**config.mk**
```make
export PLATFORM = sky130hd
export DESIGN_NAME = can_bit_timing_flat
export DESIGN_NICKNAME = d
export VERILOG_FILES = /design/src/rtl/can_bit_timing_if.sv /design/src/rtl/can_bit_timing.sv /design/src/flat_wrapper.sv
export SDC_FILE = /design/constraint.sdc
export NUM_CORES = 1
export LEC_CHECK = 0
export CAP_MARGIN = 20
export CORE_MARGIN = 8
export CORE_UTILIZATION = 30
export CTS_CLUSTER_DIAMETER = 60
export DETAILED_ROUTE_END_ITERATION = 8
export GPL_TIMING_DRIVEN = 0
export SLEW_MARGIN = 40
export SYNTH_ARGS = -nofsm -noshare
export SYNTH_HDL_FRONTEND = slang
export SYNTH_SLANG_ARGS = --single-unit
export TNS_END_PERCENT = 1
```
**constraint.sdc**
```tcl
create_clock -name clk -period 8.48 [get_ports clk]
set_clock_uncertainty 0.2 [all_clocks]
set_input_delay 1.696 -clock clk [delete_from_list [all_inputs] [get_ports clk]]
set_output_delay 1.696 -clock clk [all_outputs]
set_load 0.03 [all_outputs]
```
**src/rtl/can_bit_timing_if.sv**
```systemverilog
// ---------------------------------------------------------------------------
// can_bit_timing_if
//   Bundles the configuration, RX input and timing strobes of can_bit_timing.
//
//   master : drives enable, brp, tseg1, tseg2, sjw, hard_sync_en and rx_in, and
//            observes the timing outputs (bit stream processor / testbench).
//   slave  : the bit timing block itself.
//
//   Signalling: there is no valid/ready handshake here. Configuration inputs
//   are quasi-static levels that are sampled when a new bit starts. tq_tick,
//   bit_start and sample_point are single-clk strobes that the consumer must
//   act on in the cycle they are high; sample_bit and seg are levels that
//   change on the clk edge that ends a strobe cycle.
// ---------------------------------------------------------------------------
interface can_bit_timing_if #(
    parameter int BRP_W   = 16,
    parameter int TSEG1_W = 4,
    parameter int TSEG2_W = 3,
    parameter int SJW_W   = 2
);
    logic               enable;
    logic [BRP_W-1:0]   brp;
    logic [TSEG1_W-1:0] tseg1;
    logic [TSEG2_W-1:0] tseg2;
    logic [SJW_W-1:0]   sjw;
    logic               hard_sync_en;
    logic               rx_in;

    logic               tq_tick;
    logic               bit_start;
    logic               sample_point;
    logic               sample_bit;
    logic [1:0]         seg;

    modport master (
        output enable, brp, tseg1, tseg2, sjw, hard_sync_en, rx_in,
        input  tq_tick, bit_start, sample_point, sample_bit, seg
    );

    modport slave (
        input  enable, brp, tseg1, tseg2, sjw, hard_sync_en, rx_in,
        output tq_tick, bit_start, sample_point, sample_bit, seg
    );
endinterface

```
**src/rtl/can_bit_timing.sv**
```systemverilog
// ---------------------------------------------------------------------------
// can_bit_timing
//   CAN bit timing logic: divides clk by brp into time quanta (tq), walks
//   each bit through SYNC, TSEG1 and TSEG2, strobes the TX drive point
//   (bit_start) and the sample point, and captures the RX bit. Recessive to
//   dominant RX edges cause a hard sync (hard_sync_en=1) or an SJW-limited
//   resync (at most one per bit, only if the previous bit was recessive).
//
// Ports:
//   clk  - system clock
//   rst  - synchronous active-high reset
//   bt   - can_bit_timing_if.slave:
//            enable, brp, tseg1, tseg2, sjw, hard_sync_en, rx_in (inputs)
//            tq_tick, bit_start, sample_point, sample_bit, seg  (outputs)
//   seg doubles as the visible state of the segment FSM.
// ---------------------------------------------------------------------------
module can_bit_timing #(
    parameter int BRP_W   = 16,
    parameter int TSEG1_W = 4,
    parameter int TSEG2_W = 3,
    parameter int SJW_W   = 2
) (
    input logic             clk,
    input logic             rst,
    can_bit_timing_if.slave bt
);
    // TSEG1 length plus the largest SJW stretch fits in one extra bit.
    localparam int CNT_W = TSEG1_W + 1;
    localparam int T2_W  = TSEG2_W + 1;

    localparam logic [1:0] SEG_SYNC  = 2'd0;
    localparam logic [1:0] SEG_TSEG1 = 2'd1;
    localparam logic [1:0] SEG_TSEG2 = 2'd2;

    logic clr;
    assign clr = rst | ~bt.enable;

    // ---------------- prescaler ----------------
    logic [BRP_W-1:0] brp_eff, brp_last, brp_cnt;
    logic             tq_tick;

    assign brp_eff  = (bt.brp == '0) ? BRP_W'(1) : bt.brp;
    assign brp_last = brp_eff - BRP_W'(1);
    assign tq_tick  = bt.enable & ~rst & (brp_cnt == brp_last);

    // ">=" also forces a wrap when brp shrinks below the running count.
    always_ff @(posedge clk) begin
        if (clr)
            brp_cnt <= '0;
        else if (brp_cnt >= brp_last)
            brp_cnt <= '0;
        else
            brp_cnt <= brp_cnt + BRP_W'(1);
    end

    // ---------------- RX synchroniser and edge detect ----------------
    logic rx_meta, rx_sync, rx_last, rx_edge;

    always_ff @(posedge clk) begin
        if (clr) begin
            rx_meta <= 1'b1;
            rx_sync <= 1'b1;
            rx_last <= 1'b1;
        end else begin
            rx_meta <= bt.rx_in;
            rx_sync <= rx_meta;
            if (tq_tick)
                rx_last <= rx_sync;
        end
    end

    // Recessive-to-dominant, judged on tq boundaries only.
    assign rx_edge = tq_tick & rx_last & ~rx_sync;

    // ---------------- segment FSM ----------------
    logic [1:0]       seg, seg_n;
    logic [CNT_W-1:0] tq_cnt, tq_cnt_n;
    logic [CNT_W-1:0] t1_len, t1_n, t1_cur;
    logic [T2_W-1:0]  t2_len, t2_n, t2_cur;
    logic             resync_done, rdone_n;
    logic             sample_bit, sbit_n;
    logic             bit_start_c, sample_point_c, restart;
    logic             hard_hit, resync_hit;
    logic [SJW_W:0]   sjw_len;
    logic [CNT_W-1:0] sjw_c, e_len, e_clip, r_left;

    assign sjw_len    = {1'b0, bt.sjw} + (SJW_W+1)'(1);
    assign sjw_c      = CNT_W'(sjw_len);
    assign e_len      = tq_cnt + CNT_W'(1);
    assign e_clip     = (e_len > sjw_c) ? sjw_c : e_len;
    assign r_left     = CNT_W'(t2_len) - tq_cnt;
    assign hard_hit   = rx_edge & bt.hard_sync_en;
    assign resync_hit = rx_edge & ~bt.hard_sync_en & ~resync_done & sample_bit;

    always_comb begin
        seg_n          = seg;
        tq_cnt_n       = tq_cnt;
        t1_n           = t1_len;
        t2_n           = t2_len;
        t1_cur         = t1_len;
        t2_cur         = t2_len;
        rdone_n        = resync_done;
        sbit_n         = sample_bit;
        bit_start_c    = 1'b0;
        sample_point_c = 1'b0;
        restart        = 1'b0;

        if (tq_tick) begin
            if (hard_hit) begin
                restart = 1'b1;
                rdone_n = 1'b1;
            end else begin
                // Resync adjusts the current segment length, then the
                // normal advance below runs against the adjusted length.
                if (resync_hit && seg == SEG_TSEG1) begin
                    t1_cur  = t1_len + e_clip;
                    t1_n    = t1_cur;
                    rdone_n = 1'b1;
                end else if (resync_hit && seg == SEG_TSEG2) begin
                    if (r_left <= sjw_c) begin
                        // Edge close enough to the bit end: this tq becomes SYNC.
                        restart = 1'b1;
                        rdone_n = 1'b0;
                    end else begin
                        t2_cur  = t2_len - T2_W'(sjw_len);
                        t2_n    = t2_cur;
                        rdone_n = 1'b1;
                    end
                end

                if (!restart) begin
                    case (seg)
                        SEG_SYNC: begin
                            restart = 1'b1;
                            rdone_n = 1'b0;
                        end
                        SEG_TSEG1: begin
                            if (tq_cnt == t1_cur - CNT_W'(1)) begin
                                sample_point_c = 1'b1;
                                sbit_n         = rx_sync;
                                seg_n          = SEG_TSEG2;
                                tq_cnt_n       = '0;
                            end else begin
                                tq_cnt_n = tq_cnt + CNT_W'(1);
                            end
                        end
                        SEG_TSEG2: begin
                            if (tq_cnt == CNT_W'(t2_cur) - CNT_W'(1)) begin
                                seg_n    = SEG_SYNC;
                                tq_cnt_n = '0;
                            end else begin
                                tq_cnt_n = tq_cnt + CNT_W'(1);
                            end
                        end
                        default: begin
                            seg_n    = SEG_SYNC;
                            tq_cnt_n = '0;
                        end
                    endcase
                end
            end

            // Leaving SYNC (real or implied): latch this bit's lengths.
            if (restart) begin
                seg_n       = SEG_TSEG1;
                tq_cnt_n    = '0;
                t1_n        = CNT_W'(bt.tseg1) + CNT_W'(1);
                t2_n        = T2_W'(bt.tseg2) + T2_W'(1);
                bit_start_c = 1'b1;
            end
        end
    end

    always_ff @(posedge clk) begin
        if (clr) begin
            seg         <= SEG_SYNC;
            tq_cnt      <= '0;
            t1_len      <= '0;
            t2_len      <= '0;
            resync_done <= 1'b0;
            sample_bit  <= 1'b1;
        end else begin
            seg         <= seg_n;
            tq_cnt      <= tq_cnt_n;
            t1_len      <= t1_n;
            t2_len      <= t2_n;
            resync_done <= rdone_n;
            sample_bit  <= sbit_n;
        end
    end

    assign bt.tq_tick      = tq_tick;
    assign bt.bit_start    = bit_start_c;
    assign bt.sample_point = sample_point_c;
    assign bt.sample_bit   = sample_bit;
    assign bt.seg          = seg;
endmodule

```
**src/flat_wrapper.sv**
```systemverilog
// flat-port wrapper written by rule: the top's interface ports become plain ports
module can_bit_timing_flat 
#(
    parameter int BRP_W   = 16,
    parameter int TSEG1_W = 4,
    parameter int TSEG2_W = 3,
    parameter int SJW_W   = 2
)
  (clk, rst, bt_enable, bt_brp, bt_tseg1, bt_tseg2, bt_sjw, bt_hard_sync_en, bt_rx_in, bt_tq_tick, bt_bit_start, bt_sample_point, bt_sample_bit, bt_seg);
  can_bit_timing_if #(.BRP_W(BRP_W), .TSEG1_W(TSEG1_W), .TSEG2_W(TSEG2_W), .SJW_W(SJW_W)) bt_i ();
  input logic clk;
  input logic rst;
  input wire logic [$bits(bt_i.enable)-1:0] bt_enable;
  input wire logic [$bits(bt_i.brp)-1:0] bt_brp;
  input wire logic [$bits(bt_i.tseg1)-1:0] bt_tseg1;
  input wire logic [$bits(bt_i.tseg2)-1:0] bt_tseg2;
  input wire logic [$bits(bt_i.sjw)-1:0] bt_sjw;
  input wire logic [$bits(bt_i.hard_sync_en)-1:0] bt_hard_sync_en;
  input wire logic [$bits(bt_i.rx_in)-1:0] bt_rx_in;
  output wire logic [$bits(bt_i.tq_tick)-1:0] bt_tq_tick;
  output wire logic [$bits(bt_i.bit_start)-1:0] bt_bit_start;
  output wire logic [$bits(bt_i.sample_point)-1:0] bt_sample_point;
  output wire logic [$bits(bt_i.sample_bit)-1:0] bt_sample_bit;
  output wire logic [$bits(bt_i.seg)-1:0] bt_seg;
  assign bt_i.enable = bt_enable;
  assign bt_i.brp = bt_brp;
  assign bt_i.tseg1 = bt_tseg1;
  assign bt_i.tseg2 = bt_tseg2;
  assign bt_i.sjw = bt_sjw;
  assign bt_i.hard_sync_en = bt_hard_sync_en;
  assign bt_i.rx_in = bt_rx_in;
  assign bt_tq_tick = bt_i.tq_tick;
  assign bt_bit_start = bt_i.bit_start;
  assign bt_sample_point = bt_i.sample_point;
  assign bt_sample_bit = bt_i.sample_bit;
  assign bt_seg = bt_i.seg;
  can_bit_timing #(.BRP_W(BRP_W), .TSEG1_W(TSEG1_W), .TSEG2_W(TSEG2_W), .SJW_W(SJW_W)) u_core (.clk(clk), .rst(rst), .bt(bt_i));
endmodule
```
==> flow_metrics.tcl, run 1 <==
set metrics [dict create \
    routed_wl_um 9869 \
    fp.dieArea_um2 15930 \
    row_count 40 \
    drc_errors 0 \
    syn_area_um2 3645 \
    async_flop_share 0 \
    reg2reg_slack_ps 3000 \
    yosysTopAreaCell "dfxtp_1" \
    worstSetupStartpointType "input port" \
    syn_avg_cell_area_um2 7.838 \
    yosys-top-cells-area "dfxtp_1 (20%), ha_1 (15%), xnor2_1 (7.7%), nor2_1 (5.4%), nand2_1 (5.3%)" \
    relSlewSlack 0.6030 \
    power_frac_clock 0.419 \
    p_comb_frac 0.171 \
    synthDistinctLibCells 64 \
    grt_setup_unrepaired "yes" \
    synth-seq-area-share 0.2032 \
    cp_data_required_time_ps 6580 \
    avgViaCountPerCell 5.202 \
    dr.pass1.iters 4 \
    synth-edff-count 0 \
    worst_pin_slew_ps 594.2 \
    drive_gt1_frac 0.1448 \
    cts.htree.levels 2 \
    crit_path_end_kind "output pin" \
    netSwitchingPower_uw 110.0 \
    place_congestion 0.8017 \
    cts_sinks 37 \
    grt_pass1_vias 3367 \
    grt_max_degree 12 \
    die_x_um 126.2 \
    ctsHoldBuffers 0 \
    hp-class "flip-flop to flip-flop" \
    crit_fanout 4 \
    timing.rr.start "u_core.tq_cnt[1]$_SDFFE_PP0P_" \
    worstSetupPathType "input port to output pin" \
    synth.net_count 542 \
    cts_tree "done" \
    slew_viol_final 0 \
    hold_violations 0 \
    yosys_warnings 0 \
    worst_r2r_endpoint "u_core.tq_cnt[0]$_SDFFE_PP0P_" \
    clock_path_buffers 2 \
    io_buffers 35 \
    p_int_uw 318.0 \
    clk_latency_ps 280 \
    fp.dieH_um 126.2 \
    netlist.area_leader.share 0.2032 \
    setup-violations-final 0 \
    pin_count 36 \
    fin_nets 601 \
    drv_cap 0 \
    dpl-instance-area_um2 4179 \
    p_leak_uw 0.001992 \
    yosys_register_bits 37 \
    grt_overflow_total 0 \
    antenna_found_initial 0 \
    grt_use_total 0.1229 \
    via_count 3496 \
    antenna_cells 0 \
    yosysMostFrequentCell "nor2_1" \
    initial_utilization 0.3047 \
    max-vdd-ir-drop_mv 0.06451 \
    seqPwrFrac 0.409 \
    drt-wirelength-per-cell_um 14.69 \
    power_per_cell_area_nw_per_um2 92.16 \
    status "finished, final reports clean" \
    period_minus_slack_ps 8386 \
    cts_root_buf "clkbuf_16" \
    synthFlopType "dfxtp_1" \
    post-route-period-util 0.9889 \
    synth_cells 465 \
    hold_depth 1 \
    sw_frac_of_total 0.2571 \
    crit_end "bt_sample_point" \
    ant_nets 0 \
    fin_util 0.3883 \
    cts_buffers 5 \
    max_freq_ghz 0.1192 \
    clk_pin_slew_worst_paths_ps 60 \
    synthToLayoutAreaGrowth_pct 27.43 \
    arrival_ps 6490 \
    core_area_um2 11960 \
    rr_worst_depth 22 \
    synth_common_cells "nor2_1 (52), nand2_1 (51), ha_1 (44)" \
    dp_hpwl_um 7566 \
    drt-initial-drc-count 248 \
    crit_start "bt_brp[5]" \
    p_total_uw 428.0 \
    grt_first_pass_wirelength_um 16350 \
    design_area_um2 4644 \
]
-- power by group through the flow --
| stage | Combinational, uW | Sequential, uW | Clock [uW] |
|---|---|---|---|
| 2_1_floorplan | 37.8 | 179 | 0 |
| 3_3_place_gp | 63.5 | 179 | 0 |
| 3_5_place_dp | 65.4 | 179 | 0 |
| 4_1_cts | 68.1 | 175 | 181 |
| 5_1_grt | 80.6 | 175 | 191 |
| 6_report | 73.3 | 175 | 180 |
-- final cells by class --
| cell class | count | area (um2) |
|---|---|---|
| clock inverter | 2 | 10.01 |
| clock buffer | 6 | 128.9 |
| timing repair buffer | 52 | 501.7 |
| tap | 147 | 183.9 |
| inverter | 28 | 105.1 |
| buffer | 13 | 57.56 |
| multi-input combinational | 387 | 2917 |
| sequential | 37 | 740.7 |
| fill | 1203 | 7317 |
-- worst min path at each step --
stage / start / endpoint / slack [ps]
floorplan: u_core.rx_meta$_SDFF_PP1_ / u_core.rx_sync$_SDFF_PP1_ / 190
global placement: u_core.rx_meta$_SDFF_PP1_ / u_core.rx_sync$_SDFF_PP1_ / 190
detailed placement: u_core.rx_meta$_SDFF_PP1_ / u_core.rx_sync$_SDFF_PP1_ / 200
CTS: u_core.rx_meta$_SDFF_PP1_ / u_core.rx_sync$_SDFF_PP1_ / 220
global route: u_core.rx_meta$_SDFF_PP1_ / u_core.rx_sync$_SDFF_PP1_ / 230
finish: u_core.rx_meta$_SDFF_PP1_ / u_core.rx_sync$_SDFF_PP1_ / 210
-- cell usage in the layout (no fill, tap or decap), types with 3 or more instances in the layout --
cell and count:
nor2_2 3, buf_6 4, dfxtp_1 37, mux2i_1 10
clkdlybuf4s50_1 18, o21ai_0 11, nor3_1 10, a21o_1 11
ha_1 42, nor3b_1 3, clkbuf_1 11, dlymetal6s2s_1 12
nand2b_1 6, nor2_1 48, nor4_1 3, a211oi_1 4
fa_1 3, xnor2_1 32, nor4_4 5, mux2_2 3
nand3_1 18, o211ai_1 7, xor2_1 13, nor2b_1 4
o21a_1 7, clkbuf_2 3, clkbuf_16 5, inv_1 26
nand4_1 7, a31oi_1 5, and3_1 7, buf_4 17
a21oi_1 20, nand2_1 48
-- critical path, cell delays in order --
cell and delay, ps:
buf_6 90, or3_4 400, or2_4 280, nor4_4 150, a31oi_2 150, ha_2 240, nand2b_4 70, or3_4 140
inv_2 40, nand2_4 90, nor4_4 50, xnor2_1 150, ha_1 300, nand4_1 180, nor4_4 400, nand2_2 180
mux2i_4 240, ha_4 290, xor2_2 150, buf_4 150, nand3_2 70, or3b_4 420, a22oi_2 220, and2_4 200
buf_6 130
-- flip-flops by register name, indices dropped and copies added (netlist names), 2 cells and up --
signal and cells:
u_core.tq_cnt 5, u_core.bt.seg 2, u_core.t2_len 4, u_core.brp_cnt 16, u_core.t1_len 5
-- what timing repair did --
action,4_1_cts,5_1_grt
gates resized for setup,28,43
pin swaps,8,22
endpoints found under the setup margin,3,2
setup buffers,10,7
-- per-layer routing --
metal,routed length (um),up-vias,share of wire,global-route usage
li1,-,1768,-,-
met1,4668,1651,0.47,0.1603
met2,4759,70,0.48,0.2039
met3,326,7,0.033,0.01688
met4,114,0,0.012,0.04034
met5,0,-,0,0
-- per-stage QoR --
step	setup TNS (ps)	hold WS (ps)	cells	setup slack (ps)
floorplan	0	186.3	465	264.1
global placement	-2471	192.6	647	-1464
detailed placement	-2604	200.9	647	-1527
CTS	0	217.3	665	20.23
global route	-168.9	232.6	672	-168.9
finish	0	214.0	672	93.77
-- cell families (layout without fill, tap and decap cells) --
family | after synthesis | in the layout | share of synthesized area
fa+ha+maj | 47 | 47 | 0.1675
other cells | 1 | 1 | 0.001029
simple gates | 185 | 185 | 0.2489
buf+inv | 41 | 101 | 0.04428
compound gates | 93 | 93 | 0.1799
xor+xnor | 46 | 46 | 0.1105
flops | 37 | 37 | 0.2032
mux | 15 | 15 | 0.04463
(Power assumes the default switching activity.)
==> run 2: changes to the inputs <==
- CAP_MARGIN: 20 -> 40
- TNS_END_PERCENT: 1 -> 10
==> results of run 2 <==
Same layout as run 1: the final DEF is identical, and so are final timing and power.
==> run 3: changes to the inputs <==
- DONT_BUFFER_PORTS: default -> 1
==> run 3 against run 2 <==
Effect of this change:
- cell area decreased by 10%
- count of clock-buffer cells in the layout increased by 2
- via count decreased by 4.6%
- global-route usage decreased by 0.73 points
- critical endpoint unchanged
- clock power about the same
- worst hold slack got worse by 3.1 ps
- maximum frequency increased by 0.60%
- combinational power decreased by 29%
- die area unchanged
- worst setup slack improved by 50 ps
- final cell count decreased by 6.1%
- flip-flop and latch count unchanged
==> flow_metrics.tcl, run 3 (synthesized netlist as in run 1, its figures left out) <==
set metrics [dict create \
    post-route-period-util 0.9831 \
    clk_latency_ps 280 \
    final_common_cell "nor2_1" \
    reg2reg_slack_ps 2940 \
    setup-violations-final 0 \
    place_congestion 0.8423 \
    avgViaCountPerCell 5.285 \
    initial_utilization 0.3047 \
    worst_pin_slew_ps 820.7 \
    fin_nets 560 \
    crit_path_end_kind "output pin" \
    die_x_um 126.2 \
    seqPwrFrac 0.430 \
    netSwitchingPower_uw 100.4 \
    routed_wl_um 9469 \
    dr.pass1.iters 4 \
    p_comb_frac 0.128 \
    worstSetupStartpointType "input port" \
    fp.dieH_um 126.2 \
    antenna_found_initial 0 \
    period_minus_slack_ps 8336 \
    hold_depth 1 \
    max_freq_ghz 0.1200 \
    tns_ps 0 \
    drc_errors 0 \
    slew_viol_final 0 \
    clock_path_buffers 2 \
    dpl-instance-area_um2 3829 \
    dp_hpwl_um 7388 \
    reg_top3 "u_core.brp_cnt: 16 flops, u_core.t1_len: 5 flops, u_core.tq_cnt: 5 flops" \
    relSlewSlack 0.4478 \
    fp.dieArea_um2 15930 \
    cts_sinks 37 \
    ant_nets 0 \
    multi_input_area_um2 2856 \
    drt-initial-drc-count 268 \
    core_area_um2 11960 \
    worst_r2r_endpoint "u_core.tq_cnt[0]$_SDFFE_PP0P_" \
    crit_fanout 5 \
    max-vdd-ir-drop_mv 0.06942 \
    worstSetupPathType "input port to output pin" \
    p_int_uw 307.2 \
    grt_pass1_vias 3289 \
    pin_count 36 \
    cts_root_buf "clkbuf_16" \
    clk_pin_slew_worst_paths_ps 50 \
    io_buffers 0 \
    drt-wirelength-per-cell_um 15.01 \
    instances_no_fill 631 \
    design_area_um2 4165 \
    rr_worst_depth 22 \
    final_cell_mix "nor2_1 (49), nand2_1 (48), ha_1 (42), dfxtp_1 (37), xnor2_1 (32)" \
    grt_max_degree 11 \
    drv_cap 0 \
    fin_util 0.3482 \
    synthToLayoutAreaGrowth_pct 14.28 \
    via_count 3335 \
    power_frac_clock 0.442 \
    largest-register "u_core.brp_cnt" \
    power_per_cell_area_nw_per_um2 97.85 \
    regArea_um2 740.7 \
    largest_reg_flops 16 \
    cts.htree.levels 2 \
    hold_violations 0 \
    sw_frac_of_total 0.2464 \
    place_inst 612 \
    min_to "u_core.rx_sync$_SDFF_PP1_" \
    drive_gt1_frac 0.1136 \
    cts_tree "done" \
    antenna_cells 0 \
    p_leak_uw 0.001688 \
    cp_data_required_time_ps 6580 \
    hp-class "flip-flop to flip-flop" \
    grt_first_pass_wirelength_um 15400 \
    arrival_ps 6440 \
    timing.rr.start "u_core.tq_cnt[1]$_SDFFE_PP0P_" \
    grt_overflow_total 0 \
    min-delay-start "u_core.rx_meta$_SDFF_PP1_" \
    cts_buffers 5 \
    row_count 40 \
    grt_use_total 0.1156 \
    status "finished, final reports clean" \
    fill_cells 1231 \
]
-- run 3: cell count changes in the layout (fill, tap and decap cells not counted), sizes merged --
cell,previous run,this run
buf,22,14
clkdlybuf4s50,18,0
clkbuf,19,18
dlymetal6s2s,12,0
clkinv,2,0
-- run 3: final cells by class --
type | count | area share
sequential | 37 | 0.1778
multi-input combinational | 387 | 0.6858
tap | 147 | 0.04416
timing repair buffer | 12 | 0.02163
clock buffer | 8 | 0.03274
buffer | 12 | 0.01262
inverter | 28 | 0.02523
-- run 3: stage by stage --
step / setup slack (ps) / total power [uW] / hold WS (ps)
after floorplan: 264.1 / 216.7 / 186.3
after global placement: -472.5 / 225.3 / 192.7
after detailed placement: -493.1 / 227.3 / 200.2
after CTS: 8.810 / 408.1 / 213.6
after global routing: -32.72 / 423.8 / 252.9
final: 143.6 / 407.6 / 210.9
-- run 3: how the worst max path moves through the flow --
stage / startpoint / endpoint / slack [ps] / cells after the start
after floorplan: bt_brp[3] / bt_sample_point / 260 / 22
after global placement: bt_brp[3] / bt_sample_point / -470 / 22
after detailed placement: bt_brp[3] / bt_sample_point / -490 / 22
after CTS: bt_brp[3] / bt_sample_point / 9 / 22
after global routing: bt_brp[3] / bt_sample_point / -30 / 23
final: bt_brp[3] / bt_sample_point / 140 / 22
-- run 3: power by group through the flow --
stage,clock (uW),combinational (uW),sequential [uW]
finish,180,52.1,175
global route,190,58.1,175
CTS,184,49.0,175
detailed placement,0,48.3,179
global placement,0,46.2,179
floorplan,0,37.8,179
-- run 3: routing by layer --
metal	up-vias	share of wire	wire [um]	track usage
li1	1689	-	-	-
met1	1561	0.46	4348	0.1416
met2	69	0.48	4498	0.1941
met3	16	0.042	399	0.02321
met4	0	0.024	223	0.04600
met5	-	0	0	0
-- run 3: repair_timing --
action,4_1_cts,5_1_grt
cloned,0,0
setup endpoints to repair,2,2
resized for setup,4,20
pin swaps,3,10
hold buffers,0,0
setup buffers,2,10
-- run 3: worst max-delay path, stage by stage --
cell and delay (ps):
or3_4 380, or2_4 250, nor4_4 290, a31oi_2 140
ha_2 240, nand2b_4 70, or3_4 130, inv_1 50
nand2_2 100, nor4_1 60, xnor2_1 120, ha_1 300
nand4_1 210, nor4_4 400, nand2_2 190, mux2i_4 240
ha_4 290, xor2_2 180, or3b_4 400, a21o_1 190
a22oi_2 230, and2_4 250
